<file path="config.mk">
export PLATFORM = sky130hd
export DESIGN_NAME = alu_muldiv_seq
export DESIGN_NICKNAME = d
export VERILOG_FILES = /design/src/rtl/alu_muldiv_seq_pkg.sv /design/src/rtl/alu_muldiv_seq_step_mux.sv /design/src/rtl/alu_muldiv_seq.sv
export SDC_FILE = /design/constraint.sdc
export NUM_CORES = 1
export LEC_CHECK = 0
export CAP_MARGIN = 20
export CELL_PAD_IN_SITES_DETAIL_PLACEMENT = 1
export CELL_PAD_IN_SITES_GLOBAL_PLACEMENT = 2
export CORE_MARGIN = 4
export CORE_UTILIZATION = 29
export CTS_CLUSTER_DIAMETER = 50
export DETAILED_ROUTE_END_ITERATION = 12
export PLACE_DENSITY = 0.93
export SLEW_MARGIN = 25
export SYNTH_ARGS = -nofsm -noshare
export SYNTH_HDL_FRONTEND = slang
export SYNTH_SLANG_ARGS = --single-unit
</file>
<file path="constraint.sdc">
create_clock -name clk -period 4.9 [get_ports clk]
set_clock_uncertainty 0.2 [all_clocks]
set_input_delay 0.98 -clock clk [delete_from_list [all_inputs] [get_ports clk]]
set_output_delay 0.98 -clock clk [all_outputs]
set_load 0.005 [all_outputs]
</file>
<file path="src/rtl/alu_muldiv_seq_pkg.sv">
// Shared definitions for the multiply/divide sequencer.
//   state_t        : sequencer FSM states
//   ALU_CTRL_*     : function select codes of the shared bit-slice ALU
//   OP_MULTU/DIVU  : operation select carried on the 'op' request input
package alu_muldiv_seq_pkg;

    typedef enum logic [1:0] {
        IDLE = 2'b00,
        CALC = 2'b01,
        DONE = 2'b10
    } state_t;

    localparam logic [1:0] ALU_CTRL_AND    = 2'b00;
    localparam logic [1:0] ALU_CTRL_OR     = 2'b01;
    localparam logic [1:0] ALU_CTRL_ADDSUB = 2'b10;
    localparam logic [1:0] ALU_CTRL_SLT    = 2'b11;

    localparam logic OP_MULTU = 1'b0;
    localparam logic OP_DIVU  = 1'b1;

endpackage

</file>
<file path="src/rtl/alu_muldiv_seq_step_mux.sv">
// muldiv_step_mux: combinational per-iteration datapath of the sequencer.
// Selects what the shared ALU sees and computes the next {hi,lo} from the
// ALU's answer.
//   active       in  : 1 while the sequencer is iterating (CALC)
//   op           in  : OP_MULTU / OP_DIVU of the running operation
//   hi, lo       in  : current HI/LO registers
//   mcand        in  : multiplicand (MULTU) or divisor (DIVU)
//   alu_result   in  : ALU sum
//   alu_cout     in  : ALU carry out (subtract: 1 = no borrow)
//   alu_a, alu_b out : ALU operands, zero when not active
//   alu_bin      out : 1 = subtract
//   hi_nxt       out : HI value to load this cycle
//   lo_nxt       out : LO value to load this cycle
module muldiv_step_mux
    import alu_muldiv_seq_pkg::*;
#(
    parameter int WIDTH = 32
) (
    input  logic             active,
    input  logic             op,
    input  logic [WIDTH-1:0] hi,
    input  logic [WIDTH-1:0] lo,
    input  logic [WIDTH-1:0] mcand,
    input  logic [WIDTH-1:0] alu_result,
    input  logic             alu_cout,
    output logic [WIDTH-1:0] alu_a,
    output logic [WIDTH-1:0] alu_b,
    output logic             alu_bin,
    output logic [WIDTH-1:0] hi_nxt,
    output logic [WIDTH-1:0] lo_nxt
);

    logic [WIDTH-1:0] sh;
    logic             take;

    // Partial remainder shifted left with the next dividend bit.
    assign sh = {hi[WIDTH-2:0], lo[WIDTH-1]};
    // hi[MSB] is dropped by the shift, so sh really exceeds the divisor.
    assign take = alu_cout | hi[WIDTH-1];

    always_comb begin
        // NOTE: every output gets a default first so no path leaves it unassigned (no latch).
        alu_a   = '0;
        alu_b   = '0;
        alu_bin = 1'b0;
        hi_nxt  = hi;
        lo_nxt  = lo;
        if (active) begin
            if (op == OP_MULTU) begin
                alu_a            = hi;
                alu_b            = lo[0] ? mcand : '0;
                {hi_nxt, lo_nxt} = {alu_cout, alu_result, lo[WIDTH-1:1]};
            end else begin
                alu_a   = sh;
                alu_b   = mcand;
                alu_bin = 1'b1;
                hi_nxt  = take ? alu_result : sh;
                lo_nxt  = {lo[WIDTH-2:0], take};
            end
        end
    end

endmodule

</file>
<file path="src/rtl/alu_muldiv_seq.sv">
// alu_muldiv_seq: multi-cycle unsigned MULTU (shift-add) / DIVU (restoring)
// sequencer driving the shared EX-stage ALU, one add/subtract per cycle.
//   clk, rst_n            : clock, async active-low reset
//   start, op, opa, opb   : request, sampled only in IDLE
//   alu_a/b/ctrl/bin      : ALU drive, valid during CALC, zero otherwise
//   alu_result, alu_cout  : ALU answer
//   busy                  : high in CALC (pipeline stall)
//   done                  : one-cycle pulse in DONE
//   hi, lo                : product {hi,lo}, or remainder/quotient
//   div_zero              : last DIVU had a zero divisor
module alu_muldiv_seq
    import alu_muldiv_seq_pkg::*;
#(
    parameter int WIDTH = 32,
    parameter int CNT_W = $clog2(WIDTH) + 1
) (
    input  logic             clk,
    input  logic             rst_n,
    input  logic             start,
    input  logic             op,
    input  logic [WIDTH-1:0] opa,
    input  logic [WIDTH-1:0] opb,
    output logic [WIDTH-1:0] alu_a,
    output logic [WIDTH-1:0] alu_b,
    output logic [1:0]       alu_ctrl,
    output logic             alu_bin,
    input  logic [WIDTH-1:0] alu_result,
    input  logic             alu_cout,
    output logic             busy,
    output logic             done,
    output logic [WIDTH-1:0] hi,
    output logic [WIDTH-1:0] lo,
    output logic             div_zero
);

    state_t           state_q, state_d;
    logic [CNT_W-1:0] cnt_q;
    logic [WIDTH-1:0] hi_q, lo_q, mcand_q;
    logic [WIDTH-1:0] hi_nxt, lo_nxt;
    logic             op_q;
    logic             div_zero_q;
    logic             accept, zero_div;

    assign accept   = (state_q == IDLE) && start;
    assign zero_div = (op == OP_DIVU) && (opb == '0);

    always_comb begin
        state_d = state_q;
        unique case (state_q)
            IDLE:    if (start) state_d = zero_div ? DONE : CALC;
            CALC:    if (cnt_q == CNT_W'(WIDTH - 1)) state_d = DONE;
            DONE:    state_d = IDLE;
            default: state_d = IDLE;
        endcase
    end

    always_ff @(posedge clk or negedge rst_n) begin
        if (!rst_n) begin
            state_q <= IDLE;
        end else begin
            // NOTE: state is updated with <= so every register samples pre-edge values.
            state_q <= state_d;
        end
    end

    always_ff @(posedge clk or negedge rst_n) begin
        if (!rst_n) begin
            cnt_q      <= '0;
            hi_q       <= '0;
            lo_q       <= '0;
            mcand_q    <= '0;
            op_q       <= OP_MULTU;
            div_zero_q <= 1'b0;
        end else if (accept) begin
            cnt_q      <= '0;
            mcand_q    <= (op == OP_MULTU) ? opa : opb;
            op_q       <= op;
            div_zero_q <= zero_div;
            if (op == OP_MULTU) begin
                hi_q <= '0;
                lo_q <= opb;
            end else if (zero_div) begin
                hi_q <= opa;
                lo_q <= '1;
            end else begin
                hi_q <= '0;
                lo_q <= opa;
            end
        end else if (state_q == CALC) begin
            cnt_q <= cnt_q + 1'b1;
            hi_q  <= hi_nxt;
            lo_q  <= lo_nxt;
        end
    end

    muldiv_step_mux #(.WIDTH(WIDTH)) u_step (
        .active     (state_q == CALC),
        .op         (op_q),
        .hi         (hi_q),
        .lo         (lo_q),
        .mcand      (mcand_q),
        .alu_result (alu_result),
        .alu_cout   (alu_cout),
        .alu_a      (alu_a),
        .alu_b      (alu_b),
        .alu_bin    (alu_bin),
        .hi_nxt     (hi_nxt),
        .lo_nxt     (lo_nxt)
    );

    assign busy     = (state_q == CALC);
    assign done     = (state_q == DONE);
    assign alu_ctrl = busy ? ALU_CTRL_ADDSUB : ALU_CTRL_AND;
    assign hi       = hi_q;
    assign lo       = lo_q;
    assign div_zero = div_zero_q;

endmodule

</file>
==> key figures, run 1 <==
Clocking
  – Worst skew pair latency: 350 ps
  – CTS tree: built
  – Clock Sinks: 106
  – Clock buffer depth: 2
  – CTS H-tree depth: 3
  – Root Driver: clkbuf_16
  – Clock slew at reported path FFs: about 70 ps
  – CTS buffer count: 9
  – Post-CTS resize count: 0
  – Cts hold-fix bufs: 0
  – Post-CTS Setup Bufs: 0

STA
  – Final setup violation count: 0
  – Setup TNS: 0 ps
  – Minimum clock period: 3700 ps
  – Post-route clock period utilization: 0.755
  – Relative slew slack: 0.329
  – Max frequency: 270 MHz
  – Slew @ Worst Pin: 1010 ps
  – Final slew viol count: 0
  – Final Hold Fails: 0
  – RSZ-0062 raised after global routing: false

GRT
  – Initial antenna violation count: 0
  – Largest net degree at the start of global routing: 98
  – All-Layer GR Usage: 0.198
  – Number of global-route vias before repair: between 7,000 and 8,000
  – Total grt overflow: 0
  – First-pass GRT wire length: around 42,000 µm

Place
  – Placed wire-length estimate: 18,900 µm
  – Number of port buffers: 233
  – Placer congestion estimate: 0.764

Power and ir drop
  – Power after layout: 6.17 mW
  – Pwr Density: 628 nW/µm²
  – Worst VDD drop: 0.273 mV
  – Pleak: 3.90 nW

Route
  – First DRT Iteration DRCs: 350
  – Routed vias: 6,752
  – Post-route DRC: 0
  – WL per Instance: approximately 21 µm
  – DRT Pass-1 Iters: 4
  – Post-Route WL: 26,800 µm
  – Via density: 5.37
  – Antenna Violating Nets Remaining: 0

Worst setup path
  – Crit path launch type: flip-flop
  – WP data required: 3720 ps
  – Crit path DAT: approximately 2500 ps
  – Crit path kind: flip-flop to output pin
  – CP endpoint kind: output pin
  – Crit-path max FO: 38

Die
  – Row count: 56
  – Die area: ~26,000 µm²
  – Die Y-Extent: 163 µm
  – Die width: 163 µm
  – Core footprint: roughly 23,000 µm²
  – Initial Utilization: 0.295
  – # IOs: 235

Logic synthesis
  – Syn Area/Cell: just over 9 µm²
  – Synth async-reset ratio: 1.00
  – Gate Count Post-Synth: 747
  – Synth top area cells: dfrtp_1 (38%), mux2i_1 (18%), a221oi_2 (6.5%)
  – Top-area cell type share of the netlist area: 0.383
  – Post-synth EDFFs: 0
  – Sequential area share after synthesis: 0.383
  – Yosys top cell by area: dfrtp_1
  – Distinct cells, synth: 41
  – Cell Area, Synth: 6930 µm²
  – Top FF cell, synth: dfrtp_1
  – Ys Warns: 0
  – Post-synth net total: 849
  – Number of synthesized register bits: 106

Finish
  – Layout Nets: 1,035
  – Most common cell after layout, fill and taps aside: clkdlybuf4s50_1
  – Final core occ: 0.418
  – Antenna Cells: 0
  – Area added between synthesis and finish: 41.7%
  – Commonest cells after routing, fill and taps aside: clkdlybuf4s50_1 (231), mux2i_1 (126), dfrtp_1 (105)
  – Filler cells: between 2,000 and 3,000
  – FF+latch area: ~2700 µm²
  – Layout cells sized above 1: 0.0746
  – Multi-input logic area: 3990 µm²

Run
  – Number of max-cap violations: 0

Run status
  – Status: completed

Hold path
  – Worst min path class: flip-flop to flip-flop
==> layer usage <==
layer / part of all wire / routed length (µm) / GRT usage / vias up
met3: 0.062 / 1680 / 0.0524 / 26
met2: 0.46 / 12400 / 0.320 / 202
met4: 0.014 / 365 / 0.0366 / 0
li1: - / - / - / 3138
met5: 0 / 0 / 0 / -
met1: 0.46 / 12400 / 0.272 / 3386
==> area by class of cell <==
cell class | instances | area share
clock buffer | 10 | 0.0233
sequential | 106 | 0.271
tap | 319 | 0.0407
inverter | 2 | 0.000765
clock inverter | 6 | 0.00663
timing repair buffer | 247 | 0.252
multi-input combinational | 567 | 0.407
==> kinds of logic (layout without fill, tap and decap cells) <==
family / after synthesis / in the layout / synth area share
and+or+nand+nor: 229 / 229 / 0.150
adders and majority gates: 1 / 1 / 0.00181
muxes: 126 / 126 / 0.182
buffers and inverters: 74 / 265 / 0.0478
xor gates and xnor gates: 1 / 1 / 0.00126
other: 1 / 1 / 0.000541
DFF: 106 / 106 / 0.383
AOI/OAI and AO/OA: 209 / 209 / 0.234
==> cell usage after synthesis (2+ instances only) <==
cell type	number
mux2i_1	126
nor3_1	34
nor4_1	6
nand2_1	72
buf_6	3
nand3_1	4
nor2_1	70
nand4_1	3
and2_1	34
a211oi_1	31
clkbuf_1	43
buf_2	19
o21ai_0	35
buf_4	2
a21oi_1	32
nand2b_1	2
dfrtp_1	106
o21ai_1	38
buf_1	5
a221oi_2	30
a221o_1	31
a221oi_1	2
==> power breakdown <==
group | internal, mW | leakage, nW | switching [mW]
clock | 0.399 | 0.143 | 0.361
combinational | 1.94 | 2.48 | 1.69
sequential | 1.29 | 1.28 | 0.484
total | 3.63 | 3.90 | 2.54
==> state kept, by name, indices dropped and copies added, names as in the netlist <==
register  count
div_zero      1
mcand_q      32
lo           32
op_q          1
state_q       2
cnt_q         6
hi           32
==> worst max-delay path, cell delays in order (launching register included) <==
cell,delay [ps]
dfrtp_1,530
nand2b_4,350
nor2_2,200
buf_4,340
and2_1,210
clkdlybuf4s50_1,510
==> final timing paths <==
path                             start          end  slack, ps  depth (start not counted)
setup reg to reg            state_q[0]     cnt_q[5]       2000                          7
min in group asynchronous        rst_n  mcand_q[24]        470                          1
max in group asynchronous        rst_n         op_q       3210                          2
setup / recovery            state_q[0]    alu_b[17]       1200                          5
hold / removal             mcand_q[28]  mcand_q[28]        280                          2
hold reg to reg            mcand_q[28]  mcand_q[28]        280                          2
==> per-stage QoR <==
stage	worst slack, ps	area, µm²	cells	hold WS (ps)
final	1200	9820	1257	280
after global routing	1050	9820	1257	305
after CTS	1130	9820	1257	283
after detailed placement	1010	9520	1241	267
after global placement	984	9520	1241	259
after floorplan	2320	6930	747	247
Power figures use the tool's default switching activity.
==> inputs of run 2 (changes only) <==
--- a/config.mk
+++ b/config.mk
@@ -9,10 +9,10 @@
 export CELL_PAD_IN_SITES_DETAIL_PLACEMENT = 1
 export CELL_PAD_IN_SITES_GLOBAL_PLACEMENT = 2
 export CORE_MARGIN = 4
-export CORE_UTILIZATION = 29
+export CORE_UTILIZATION = 24
 export CTS_CLUSTER_DIAMETER = 50
 export DETAILED_ROUTE_END_ITERATION = 12
-export PLACE_DENSITY = 0.93
+export PLACE_DENSITY = 0.83
 export SLEW_MARGIN = 25
 export SYNTH_ARGS = -nofsm -noshare
 export SYNTH_HDL_FRONTEND = slang
==> constraint.sdc (replaced) <==
create_clock -name clk -period 3.35 [get_ports clk]
set_clock_uncertainty 0.2 [all_clocks]
set_input_delay 0.67 -clock clk [delete_from_list [all_inputs] [get_ports clk]]
set_output_delay 0.67 -clock clk [all_outputs]
set_load 0.005 [all_outputs]
==> key figures, run 2 (synthesized netlist as in run 1, its figures left out) <==
Die
  – Die width: 178 µm (+9.4%)
  – Initial Utilization: 0.246 (-0.0492)
  – Row count: 61 (+8.9%)
  – # IOs: 235 (unchanged)
  – Die area: 31,700 µm² (+20%)
  – Die Y-Extent: 178 µm (+9.4%)
  – Core footprint: 28,200 µm² (+20%)

STA
  – Slew @ Worst Pin: 1020 ps (+12.5 ps)
  – Final Hold Fails: 0 (unchanged)
  – Setup TNS: 0 ps (unchanged)
  – Post-route clock period utilization: 0.905
  – Relative slew slack: 0.321 (-0.00835)
  – Max frequency: 330 MHz
  – RSZ-0062 raised after global routing: false
  – Final slew viol count: 0 (unchanged)
  – Final setup violation count: 0 (unchanged)
  – Setup ws final: 317 ps (-886 ps)
  – Minimum clock period: 3030 ps

Worst setup path
  – Reg2Reg Setup Slack: 1050 ps (-950 ps)
  – Crit path DAT: 2160 ps (-360 ps)
  – Crit path launch type: flip-flop
  – WP data required: 2480 ps (-1240 ps)
  – Worst Path Buf+Inv: 2 (unchanged)
  – Crit path cell chain: buf_4, mux2i_1, nor2_1, clkdlybuf4s50_1
  – Delay-heaviest family, CP: buffers and inverters
  – CP max-delay cell: dfrtp_4
  – Crit path kind: flip-flop to output pin
  – Critical path depth: 4 (-1)
  – CP endpoint kind: output pin
  – CP peak stage delay: 610 ps (+80 ps)
  – R2R cell count: 7 (unchanged)
  – Crit-path max FO: 29 (-24%)

Finish
  – Filler cells: 3,177 (+19%)
  – Antenna Cells: 0 (unchanged)
  – Layout cells sized above 1: 0.0893 (+0.0147)
  – Area added between synthesis and finish: 45.4%
  – Most common cell after layout, fill and taps aside: clkdlybuf4s50_1
  – Commonest cells after routing, fill and taps aside: clkdlybuf4s50_1 (231), mux2i_1 (126), dfrtp_1 (105)
  – Layout Nets: 1,050 (+1.4%)

GRT
  – Initial antenna violation count: 0 (unchanged)
  – Number of global-route vias before repair: 7,323 (+3.0%)
  – First-pass GRT wire length: 43,800 µm (+4.2%)
  – Total grt overflow: 0 (unchanged)
  – Largest net degree at the start of global routing: 69 (-30%)
  – All-Layer GR Usage: 0.175 (-0.0236)

Power and ir drop
  – Worst VDD drop: 0.307 mV (+12%)
  – Pwr Density: 917 nW/µm² (+46%)
  – Pleak: 4.00 nW (+2.5%)

Clocking
  – CTS tree: built
  – CTS H-tree depth: 3 (unchanged)
  – Post-CTS resize count: 0 (unchanged)
  – CTS buffer count: 9 (unchanged)
  – Clock buffer depth: 2 (unchanged)
  – Cts hold-fix bufs: 0 (unchanged)
  – Worst skew pair latency: 360 ps (about the same)
  – Clock Sinks: 106 (unchanged)
  – Root Driver: clkbuf_16
  – Post-CTS Setup Bufs: 0 (unchanged)
  – Clock slew at reported path FFs: 80 ps (about the same)

Place
  – Placed wire-length estimate: 19,900 µm (+5.5%)
  – Dpl ws: 76.8 ps (-933 ps)
  – Placer congestion estimate: 0.770 (+0.82%)
  – Number of port buffers: 233 (unchanged)

Run status
  – Status: completed

Route
  – WL per Instance: 20.9 µm (-2.1%)
  – First DRT Iteration DRCs: 298 (-15%)
  – Via density: 5.09 (-5.3%)
  – Routed vias: 6,767 (+0.22%)
  – Post-Route WL: 27,800 µm (+3.6%)
  – Antenna Violating Nets Remaining: 0 (unchanged)
  – DRT Pass-1 Iters: 4 (unchanged)
  – Post-route DRC: 0 (unchanged)

Run
  – Number of max-cap violations: 0 (unchanged)

Hold path
  – Worst min path class: input port to asynchronous set/reset pin
run 2: final timing paths:
kind                                     to         from
worst min register to register  mcand_q[28]  mcand_q[28]
worst max-delay path               alu_a[2]         op_q
min in group clk                mcand_q[28]  mcand_q[28]
worst max register to register        lo[0]   state_q[0]
max in group asynchronous            hi[17]        rst_n
worst min-delay path                  hi[4]        rst_n
run 2: layout make-up:
class	instances	area, µm²	area share
Clock buffer	9	225	0.0224
Clock inverter	6	90.1	0.00894
Inverter	2	7.51	0.000745
Multi-Input combinational cell	567	3990	0.396
Sequential cell	106	2660	0.264
Tap cell	378	473	0.0469
Timing Repair Buffer	262	2630	0.261
run 2: stage by stage:
stage / instance area, µm² / power (mW) / hold slack, ps / std cells / utilization
global placement: 9760 / 7.97 / 259 / 1315 / 0.347
floorplan: 6930 / 5.41 / 174 / 747 / -
detailed placement: 9760 / 8.12 / 268 / 1315 / 0.347
CTS: 10100 / 9.36 / 11.1 / 1330 / 0.358
global route: 10100 / 9.96 / 32.6 / 1330 / 0.358
finish: 10100 / 9.24 / 17.9 / 1330 / 0.358
run 2: worst register-to-register path, stage by stage (launching register included):
cell and delay [ps]:
dfrtp_1 490, nand2b_4 140, buf_12 330, inv_2 180
buf_4 290, o21ai_0 150, o21ai_0 160, a221oi_2 280
run 2: metal layers:
| layer | up-vias | wire [µm] | global-route usage | part of all wire |
|---|---|---|---|---|
| li1 | 3167 | - | - | - |
| met1 | 3389 | 12800 | 0.238 | 0.46 |
| met2 | 183 | 12900 | 0.288 | 0.46 |
| met3 | 28 | 1700 | 0.0358 | 0.061 |
| met4 | 0 | 386 | 0.0354 | 0.014 |
| met5 | - | 0 | 0 | 0 |
run 2: power breakdown:
group          internal (mW)  switching, mW
logic                   2.93           2.55
registers               1.88          0.687
clock network          0.656          0.528
total                   5.47           3.77
==> inputs of run 3 (changes only) <==
--- a/config.mk
+++ b/config.mk
@@ -8,11 +8,10 @@
 export CAP_MARGIN = 20
 export CELL_PAD_IN_SITES_DETAIL_PLACEMENT = 1
 export CELL_PAD_IN_SITES_GLOBAL_PLACEMENT = 2
-export CORE_MARGIN = 4
 export CORE_UTILIZATION = 24
 export CTS_CLUSTER_DIAMETER = 50
 export DETAILED_ROUTE_END_ITERATION = 12
-export PLACE_DENSITY = 0.83
+export PLACE_DENSITY = 0.84
 export SLEW_MARGIN = 25
 export SYNTH_ARGS = -nofsm -noshare
 export SYNTH_HDL_FRONTEND = slang
==> key figures, run 3 (synthesized netlist as in run 1, its figures left out) <==
Worst setup path
  – Crit-path max FO: 32 (+10%)
  – Crit path launch type: flip-flop
  – CP endpoint kind: output pin
  – Crit path cell chain: nor2_1, nor2_2, buf_4, and2_1, clkdlybuf4s50_1
  – R2R cell count: 7 (unchanged)
  – CP peak stage delay: 610 ps (about the same)
  – Critical path depth: 5 (+1)
  – Crit path kind: flip-flop to output pin
  – Crit path DAT: 2230 ps (+70 ps)
  – CP max-delay cell: dfrtp_4
  – Worst Path Buf+Inv: 2 (unchanged)
  – Delay-heaviest family, CP: buffers and inverters
  – WP data required: 2480 ps (about the same)

Route
  – Post-route DRC: 0 (unchanged)
  – DRT Pass-1 Iters: 4 (unchanged)
  – Antenna Violating Nets Remaining: 0 (unchanged)
  – First DRT Iteration DRCs: 283 (-5.0%)
  – Post-Route WL: 27,200 µm (-2.1%)
  – Via density: 5.04 (-0.99%)
  – WL per Instance: 20.4 µm (-2.5%)
  – Routed vias: 6,730 (-0.55%)

Hold path
  – Worst min path class: input port to asynchronous set/reset pin

Finish
  – Filler cells: 3,274 (+3.1%)
  – Commonest cells after routing, fill and taps aside: clkdlybuf4s50_1 (231), mux2i_1 (126), dfrtp_1 (105)
  – Multi-input logic area: 3990 µm² (unchanged)
  – Layout cells sized above 1: 0.0929 (+0.00362)
  – Layout Nets: 1,055 (+0.48%)
  – Final core occ: 0.361 (+0.00316)
  – FF+latch area: 2660 µm² (unchanged)
  – Most common cell after layout, fill and taps aside: clkdlybuf4s50_1
  – Area added between synthesis and finish: 46.3%
  – Antenna Cells: 0 (unchanged)

STA
  – Relative slew slack: 0.450 (+0.129)
  – Setup TNS: 0 ps (unchanged)
  – RSZ-0062 raised after global routing: false
  – Slew @ Worst Pin: 826 ps (-193 ps)
  – Final setup violation count: 0 (unchanged)
  – Minimum clock period: 3100 ps (+64.7 ps)
  – Final Hold Fails: 0 (unchanged)
  – Worst hold slack: 69.1 ps (+51.1 ps)
  – Max frequency: 323 MHz (-2.1%)
  – Post-route clock period utilization: 0.925 (+0.0193)
  – Final slew viol count: 0 (unchanged)

Die
  – Die area: 29,600 µm² (-6.6%)
  – # IOs: 235 (unchanged)
  – Die Y-Extent: 172 µm (-3.4%)
  – Row count: 61 (unchanged)
  – Core footprint: 28,100 µm² (-0.27%)
  – Initial Utilization: 0.247 (+0.000669)
  – Die width: 172 µm (-3.4%)

Place
  – Placed wire-length estimate: 19,400 µm (-2.7%)
  – Number of port buffers: 233 (unchanged)
  – Placer congestion estimate: 0.738 (-4.2%)

Run
  – Number of max-cap violations: 0 (unchanged)

Clocking
  – Root Driver: clkbuf_16
  – Post-CTS resize count: 0 (unchanged)
  – Worst skew pair latency: 350 ps (about the same)
  – Cts hold-fix bufs: 0 (unchanged)
  – CTS tree: built
  – CTS H-tree depth: 3 (unchanged)
  – CTS buffer count: 9 (unchanged)
  – Clock Sinks: 106 (unchanged)
  – Clock buffer depth: 2 (unchanged)
  – Clock slew at reported path FFs: 70 ps (about the same)

GRT
  – GRT met1 Usage: 0.248 (+0.00953)
  – Most Crowded Layer GR: met2
  – Number of global-route vias before repair: 7,031 (-4.0%)
  – GRT met2 Usage: 0.303 (+0.0150)
  – Grt met3 use: 0.0380 (+0.00220)
  – First-pass GRT wire length: 41,800 µm (-4.4%)
  – All-Layer GR Usage: 0.184 (+0.00892)
  – Largest net degree at the start of global routing: 76 (+10%)
  – Initial antenna violation count: 0 (unchanged)
  – Total grt overflow: 0 (unchanged)

Power and ir drop
  – Pleak: 4.04 nW (+0.93%)
  – Pwr Density: 917 nW/µm² (about the same)
  – Worst VDD drop: 0.358 mV (+17%)

Run status
  – Status: completed
[run 3: cell count changes in the layout (fill, tap and decap cells not counted), sizes merged]
cell	previous run	this run
buf	31	36
clkbuf	9	11
bufinv	2	3
clkinv	2	1
inv	3	2
[run 3: through the flow]
step	cells	cell area [µm²]	worst slack, ps	total power [mW]
floorplan	747	6930	1080	5.41
global placement	1319	9790	355	7.95
detailed placement	1319	9790	295	8.10
CTS	1335	10100	76.2	9.41
global route	1336	10100	75.8	10.0
finish	1336	10100	252	9.29
[run 3: where the power goes]
group / total [mW] / leakage, nW / internal [mW] / switching, mW
registers: 2.56 / 1.28 / 1.88 / 0.672
clock network: 1.25 / 0.160 / 0.732 / 0.521
logic: 5.48 / 2.60 / 2.94 / 2.54
total: 9.29 / 4.04 / 5.56 / 3.73
[run 3: path summary, 6_finish.rpt]
check,to,slack [ps],startpoint
min reg2reg,mcand_q[3],280,mcand_q[3]
max in group asynchronous,mcand_q[16],2060,rst_n
min in group clk,mcand_q[3],280,mcand_q[3]
max,alu_b[30],250,op_q
min,mcand_q[31],70,rst_n
max reg2reg,cnt_q[5],970,state_q[0]
[run 3: what timing repair did]
action / in CTS / in global routing
hold endpoints to repair: 0 / 0
endpoints found under the setup margin: 0 / 1
buffers inserted: 0 / 1
[run 3: layout make-up]
cell class                      instances  share of cell area
Sequential cell                       106               0.262
Clock inverter                          5              0.0101
Timing Repair Buffer                  267               0.264
Inverter                                2            0.000741
Tap cell                              378              0.0467
Multi-Input combinational cell        567               0.394
Clock buffer                           11              0.0230
[run 3: worst register-to-register path, delay by kind of cell (launching register included)]
family                 cells  cell delay, ps
buffers and inverters      3             830
DFF                        1             540
and+or+nand+nor            2             360
AOI/OAI and AO/OA          2             320
[run 3: routing by layer]
metal / wire (µm) / up-vias
met2: 12800 / 183
met4: 206 / 0
met1: 12600 / 3356
met5: 0 / -
li1: - / 3177
met3: 1560 / 14
